==> src/rtl/fpu_issue_ctrl.sv <==
// rtl/fpu_issue_ctrl.sv - issue/sequencing controller in front of the combinational fpu
// Optional div-by-zero trap: FPU_ISSUE_DIVZ_TRAP_EN.
module fpu_issue_ctrl #(
  parameter int ADD_LAT = 1,
  parameter int MUL_LAT = 3,
  parameter int DIV_LAT = 8,
  parameter int REG_W   = 5
) (
  input  logic             clk,
  input  logic             reset,
  input  logic             req_valid,
  output logic             req_ready,
  input  logic [3:0]       req_op,
  input  logic [63:0]      req_a,
  input  logic [63:0]      req_b,
  input  logic [REG_W-1:0] req_rd,
  output logic [63:0]      fpu_operand1,
  output logic [63:0]      fpu_operand2,
  output logic [3:0]       fpu_op,
  input  logic [63:0]      fpu_result,
  output logic             wb_valid,
  input  logic             wb_ready,
  output logic [REG_W-1:0] wb_rd,
  output logic [63:0]      wb_data,
  output logic             wb_err,
  output logic             busy
);

  typedef enum logic [1:0] {S_IDLE, S_EXEC, S_WB} state_e;

  state_e           state_q, state_d;
  logic [7:0]       cnt_q, cnt_d;
  logic [63:0]      op1_q, op1_d, op2_q, op2_d, data_q, data_d;
  logic [3:0]       op_q, op_d;
  logic [REG_W-1:0] rd_q, rd_d;
  logic             err_q, err_d;
  logic             skip_exec;

  function automatic logic [7:0] lat_m1(input logic [1:0] op);
    case (op)
      2'd2:    lat_m1 = 8'(MUL_LAT - 1);
      2'd3:    lat_m1 = 8'(DIV_LAT - 1);
      default: lat_m1 = 8'(ADD_LAT - 1);
    endcase
  endfunction

  // Ops that go straight to writeback with an error instead of issuing to the fpu.
`ifdef FPU_ISSUE_DIVZ_TRAP_EN
  assign skip_exec = (req_op > 4'd3) || ((req_op == 4'd3) && (req_b == 64'd0));
`else
  assign skip_exec = (req_op > 4'd3);
`endif

  always_ff @(posedge clk) begin
    if (!reset) state_q <= S_IDLE;
    else        state_q <= state_d;
  end

  always_comb begin
    state_d = state_q;
    case (state_q)
      S_IDLE: if (req_valid) state_d = skip_exec ? S_WB : S_EXEC;
      S_EXEC: if (cnt_q == 8'd0) state_d = S_WB;
      S_WB:   if (wb_ready) state_d = S_IDLE;
      default: state_d = S_IDLE;
    endcase
  end

  always_comb begin
    req_ready = (state_q == S_IDLE);
    busy      = (state_q != S_IDLE);
    wb_valid  = (state_q == S_WB);
  end

  always_comb begin
    cnt_d  = cnt_q;
    op1_d  = op1_q;
    op2_d  = op2_q;
    op_d   = op_q;
    rd_d   = rd_q;
    data_d = data_q;
    err_d  = err_q;
    case (state_q)
      S_IDLE: begin
        if (req_valid) begin
          op1_d = req_a;
          op2_d = req_b;
          op_d  = req_op;
          rd_d  = req_rd;
          if (skip_exec) begin
            data_d = 64'd0;
            err_d  = 1'b1;
          end else begin
            cnt_d = lat_m1(req_op[1:0]);
          end
        end
      end
      S_EXEC: begin
        if (cnt_q != 8'd0) begin
          cnt_d = cnt_q - 8'd1;
        end else begin
          data_d = fpu_result;
          err_d  = 1'b0;
        end
      end
      default: ;
    endcase
  end

  always_ff @(posedge clk) begin
    if (!reset) begin
      cnt_q  <= 8'd0;
      op1_q  <= 64'd0;
      op2_q  <= 64'd0;
      op_q   <= 4'd0;
      rd_q   <= '0;
      data_q <= 64'd0;
      err_q  <= 1'b0;
    end else begin
      cnt_q  <= cnt_d;
      op1_q  <= op1_d;
      op2_q  <= op2_d;
      op_q   <= op_d;
      rd_q   <= rd_d;
      data_q <= data_d;
      err_q  <= err_d;
    end
  end

  assign fpu_operand1 = op1_q;
  assign fpu_operand2 = op2_q;
  assign fpu_op       = op_q;
  assign wb_rd        = rd_q;
  assign wb_data      = data_q;
  assign wb_err       = err_q;

endmodule

==> config.mk <==
export PLATFORM = sky130hd
export DESIGN_NAME = fpu_issue_ctrl
export DESIGN_NICKNAME = d
export VERILOG_FILES = /design/src/rtl/fpu_issue_ctrl.sv
export SDC_FILE = /design/constraint.sdc
export NUM_CORES = 1
export LEC_CHECK = 0
export ABC_AREA = 1
export ABC_CLOCK_PERIOD_IN_PS = 1340
export CAP_MARGIN = 20
export CORE_AREA = 2 2 159 161
export DETAILED_ROUTE_END_ITERATION = 7
export DIE_AREA = 0 0 161 163
export PLACE_DENSITY = 0.78
export SYNTH_ARGS = -nofsm -noshare
export SYNTH_HDL_FRONTEND = slang
export SYNTH_SLANG_ARGS = --single-unit
==> constraint.sdc <==
create_clock -name clk -period 1.34 [get_ports clk]
set_clock_uncertainty 0.1 [all_clocks]
set_input_delay 0.268 -clock clk [delete_from_list [all_inputs] [get_ports clk]]
set_output_delay 0.268 -clock clk [all_outputs]
set_load 0.02 [all_outputs]
==> results of run 1 <==
[synth_stat cells]
cell type	count
a21oi_1	58
nand2_1	80
nand4_1	1
inv_1	16
nor3_1	1
a21oi_2	10
ha_1	2
inv_2	2
nor2_1	296
a21oi_4	1
o21ai_0	133
nor2_2	3
buf_1	1
buf_4	22
a21o_1	1
buf_2	15
nand2_2	13
nand3_1	72
buf_6	3
clkbuf_1	33
o21ai_1	10
dfxtp_1	212
o21ai_2	1
nand3_2	1
[through the flow]
step,cells,setup TNS (ps),util,cell area [um2],hold slack (ps)
floorplan,987,-6930,-,7900,313
global placement,1720,-82870,0.512,12600,347
detailed placement,1720,-86570,0.512,12600,352
CTS,1800,-20580,0.590,14500,50.5
global route,1805,-41600,0.602,14800,65.4
finish,1805,-21220,0.602,14800,60.6
[power by group through the flow]
| stage | Combinational [uW] | Clock (uW) | Sequential [uW] |
|---|---|---|---|
| after floorplan | 2150 | 0 | 8080 |
| after global placement | 5450 | 0 | 7350 |
| after detailed placement | 5510 | 0 | 7380 |
| after CTS | 6390 | 6690 | 7480 |
| after global routing | 7210 | 6970 | 7570 |
| final | 6770 | 6540 | 7500 |
[placed cells by master, fill, tap and decap left out, types with 11 or more instances in the layout]
master / n
nor2_1: 292
nand3_2: 21
buf_4: 77
clkbuf_16: 29
o21ai_2: 19
clkdlybuf4s50_1: 203
dfxtp_2: 200
buf_12: 18
a21oi_2: 22
o21ai_1: 65
o21ai_0: 59
a21oi_1: 46
nand3_1: 51
nand2_1: 71
nand2_2: 11
buf_6: 209
[flip-flops by register name (all words and copies together), names as in the netlist]
| name | cells |
|---|---|
| fpu_operand1 | 64 |
| fpu_operand2 | 64 |
| wb_data | 64 |
| cnt_q | 8 |
| wb_rd | 5 |
| fpu_op | 4 |
| state_q | 2 |
| wb_err | 1 |
[critical path: stages (launching register included)]
cell and delay, ps:
dfxtp_2 320, inv_2 70, ha_4 140, nand2_4 60, nor2_4 170, buf_12 180, clkbuf_16 180, nand3_2 80
a21oi_2 180
[final cells by class]
class                           instances  area [um2]
Multi-Input combinational cell        683        3430
Inverter                               18        92.6
Fill cell                            1915        9830
Clock buffer                           34         689
Timing Repair Buffer                  520        5630
Tap cell                              330         413
Sequential cell                       212        4500
Clock inverter                          8        92.6
[what timing repair did]
item / CTS / global route
gates cloned: 4 / 4
resized for setup: 1537 / 66
setup buffers: 34 / 4
pin swaps: 16 / 16
endpoints found under the setup margin: 361 / 417
[final timing paths]
check | start | slack (ps) | cells past startpoint | to
worst max-delay path | cnt_q[0] | -230 | 8 | wb_data[26]
worst min-delay path | reset | 60 | 3 | fpu_operand1[61]
worst max register to register | cnt_q[0] | -230 | 8 | wb_data[26]
worst min register to register | wb_data[11] | 370 | 2 | wb_data[11]
[routing by layer]
| metal | wire, um | GRT usage | up-vias |
|---|---|---|---|
| li1 | - | - | 4157 |
| met1 | 11700 | 0.232 | 3911 |
| met2 | 14800 | 0.364 | 326 |
| met3 | 2140 | 0.0527 | 71 |
| met4 | 990 | 0.0726 | 2 |
| met5 | 16 | 0 | - |
[cells by family (layout without fill, tap and decap cells)]
kind of cell / Yosys count / after routing / share of synthesized area
AND/OR/NAND/NOR: 467 / 467 / 0.244
AO/OA/AOI/OAI: 214 / 214 / 0.145
flip-flops: 212 / 212 / 0.547
buffers and inverters: 92 / 580 / 0.0605
adder cells (fa/ha/maj): 2 / 2 / 0.00323
==> impl_metrics.tcl, run 1 <==
set metrics [dict create \
    rsz0062_at_grt "yes" \
    syn_area_um2 7760 \
    root_buffer "clkbuf_16" \
    worstSetupPathType "flop to flop" \
    cts_max_level 1 \
    dieArea_um2 26200 \
    synth.ff_latch_count 212 \
    rows 58 \
    gp_congestion 0.842 \
    post-route-min-period_ps 1570 \
    synth_top_cell_area_share 0.547 \
    syn_nets 1194 \
    p_clk_frac 0.315 \
    drive_above_1_share 0.447 \
    drtPass1Iterations 5 \
    ant_nets 0 \
    finalSetupViolations 226 \
    dpl.hpwl_mm 19.2 \
    numCtsBuffers 24 \
    path_clk_slew_ps 60 \
    die_h_um 163 \
    combPwrFrac 0.325 \
    ys_warn_count 0 \
    synth.avg_cell_area_um2 7.86 \
    grt-ovfl-total 0 \
    slew_headroom 0.765 \
    finalPower_uw 20800 \
    fin_nets 1666 \
    antenna_found_initial 1 \
    yosysUniqueCellTypes 24 \
    seq_power_share 0.360 \
    worst_setup_path_start_kind "flop" \
    post-route-drc-count 0 \
    required_ps 1670 \
    grt_max_degree 53 \
    initial_core_util 0.314 \
    cts_tree "yes" \
    wire_per_inst_um 16.4 \
    vias 8467 \
    netSwitchingFraction 0.307 \
    wl_mm 29.7 \
    cts_hold_buf 0 \
    portBuffers 409 \
    post-route-period-util 1.17 \
    worstPathMaxFanout 10 \
    yosys-top-cells-area "dfxtp_1 55%, nor2_1 14%, o21ai_0 8.6%" \
    grt_use_total 0.202 \
    hold_viol_final 0 \
    clk_path_buf_depth 3 \
    worstSetupEndpointType "flop" \
    die_x_um 161 \
    synth_seq_area_share 0.547 \
    worstMarginPinSlew_ps 353 \
    p_sw_uw 6380 \
    area_growth_pct 91.3 \
    maxCapViolCount 0 \
    status "finished, violations left" \
    violations "negative setup slack" \
    hold_class "input pin to flop" \
    clkSinkCount 212 \
    clock_latency_ps 510 \
    p_per_area_nw_per_um2 1400 \
    vdd_drop_max_mv 1.13 \
    avgViaCountPerCell 4.69 \
    worst_slack_ps -227 \
    drt_iter0_markers 509 \
    slew_viol_final 0 \
    syn_inst 987 \
    cp.arrival_ps 1900 \
    grt_pass1_vias 8351 \
    fmax_mhz 638 \
    ios 410 \
    grt_pass1_wl_mm 43.1 \
    leakage_uw 0.00615 \
    pre_cts_slack_ps -579 \
    n_antenna_cell 0 \
    p_int_uw 14400 \
    synth_top_area_cell "dfxtp_1" \
    fp.coreArea_um2 24700 \
]
Power figures use the tool's default switching activity.
==> run 2, diff against run 1 <==
- SLEW_MARGIN: unset -> 10
==> results of run 2 <==
Same layout as run 1: the final DEF is identical, and so are final timing and power.
==> run 3, diff against run 2 <==
- HOLD_SLACK_MARGIN: unset -> 0.08
- PLACE_DENSITY: 0.78 -> 0.75
==> impl_metrics.tcl, run 3 (synthesized netlist as in run 1, its figures left out) <==
set metrics [dict create \
    endpoint "wb_data[13]" \
    rows 58 \
    grt_use_total 0.211 \
    layout.cells.most_common "nor2_1" \
    slew_viol_final 0 \
    wl_met2_mm 15.9 \
    worstSetupPathType "flop to flop" \
    required_ps 1630 \
    fp.coreArea_um2 24700 \
    post_dp_cell_area_um2 12500 \
    area_growth_pct 98.5 \
    drtPass1Iterations 5 \
    pre_cts_slack_ps -558 \
    ant_nets 0 \
    cts_max_level 1 \
    timing.rr.end "wb_data[13]" \
    worstSetupEndpointType "flop" \
    vdd_drop_max_mv 1.10 \
    vias 8849 \
    hold_viol_final 0 \
    worst-r2r-cell-count 10 \
    post-route-min-period_ps 1670 \
    dpl.hpwl_mm 19.2 \
    post-route-period-util 1.24 \
    gp_congestion 0.827 \
    path_clk_slew_ps 60 \
    die_x_um 161 \
    die_h_um 163 \
    status "finished, violations left" \
    n_antenna_cell 0 \
    grt_max_degree 64 \
    drt_iter0_markers 603 \
    wl_mm 32.4 \
    timing.rr.start "state_q[1]" \
    grt_pass1_wl_mm 44.4 \
    grt-ovfl-total 0 \
    portBuffers 409 \
    worstPathMaxFanout 9 \
    p_per_area_nw_per_um2 1430 \
    grt_pass1_vias 8290 \
    cp.arrival_ps 1950 \
    dp_cells 1712 \
    ios 410 \
    fmax_mhz 599 \
    antenna_found_initial 0 \
    wire_per_inst_um 18.0 \
    top_layer "met4" \
    worstMarginPinSlew_ps 401 \
    drive_above_1_share 0.487 \
    finalPower_uw 22100 \
    mostFrequentLayoutCells "288 x nor2_1, 217 x buf_6, 203 x clkdlybuf4s50_1" \
    worst_slack_ps -328 \
    clock_latency_ps 520 \
    cts_tree "yes" \
    fin_nets 1663 \
    dieArea_um2 26200 \
    met3_length_mm 2.38 \
    rsz0062_at_grt "yes" \
    clk_path_buf_depth 3 \
    violations "negative setup slack" \
    final_area_um2 15400 \
    avgViaCountPerCell 4.91 \
    hold_class "input pin to flop" \
    wl_met1_mm 12.6 \
    maxCapViolCount 0 \
    numCtsBuffers 25 \
    leakage_uw 0.00638 \
    root_buffer "clkbuf_16" \
    initial_core_util 0.314 \
    fin_cells 1801 \
    worst_setup_path_start_kind "flop" \
    clkSinkCount 212 \
    slew_headroom 0.733 \
    crit_path_start "state_q[1]" \
    finalSetupViolations 273 \
    r2r_slack_ps -330 \
    post-route-drc-count 0 \
]
-- run 3: cell type report --
type / instances / area (um2)
Fill cell: 1895 / 9270
Timing Repair Buffer: 515 / 5760
Sequential cell: 212 / 4500
Multi-Input combinational cell: 683 / 3750
Clock buffer: 36 / 737
Tap cell: 330 / 413
Clock inverter: 6 / 108
Inverter: 18 / 106
Timing Repair inverter: 1 / 30.0
-- run 3: where the power goes --
part           switching [uW]  leakage [uW]  internal [uW]
logic                    3760       0.00415           3800
clock network            2650      0.000413           4350
registers                 470       0.00182           7050
-- run 3: critical path, cell delays in order, from the launching register on --
cell,delay [ps]
dfxtp_4,390
inv_6,50
buf_4,150
nand2_8,80
inv_6,50
o21ai_4,60
nand3_4,140
buf_4,180
clkbuf_16,160
nand2_1,80
a21oi_1,90
-- run 3: per-layer routing --
metal  vias up  global-route usage
li1       4157                   -
met1      4144               0.242
met2       415               0.367
met3       133              0.0553
met4         0              0.0986
met5         -                   0
-- run 3: repair_timing --
action / 4_1_cts / 5_1_grt
gates cloned: 7 / 14
hold buffers: 1 / 0
endpoints found under the hold margin: 11 / 0
pin swaps: 15 / 39
gates resized for setup: 1537 / 193
buffers inserted: 20 / 9
endpoints found under the setup margin: 417 / 385
-- run 3: worst min-delay path by stage --
stage / slack [ps] / endpoint / cells after the start / from
finish: 220 / wb_data[61] / 3 / fpu_result[61]
CTS: 200 / wb_data[11] / 3 / fpu_result[11]
detailed placement: 340 / wb_err / 2 / wb_err
floorplan: 310 / fpu_op[3] / 2 / req_op[3]
global route: 220 / wb_data[11] / 3 / fpu_result[11]
global placement: 330 / wb_err / 2 / wb_err
-- run 3: metrics by stage --
step	util	hold WS [ps]	setup TNS [ps]
floorplan	-	313	-6930
global placement	0.508	333	-83080
detailed placement	0.508	339	-88020
CTS	0.587	196	-25060
global route	0.624	224	-52730
finish	0.624	222	-36030
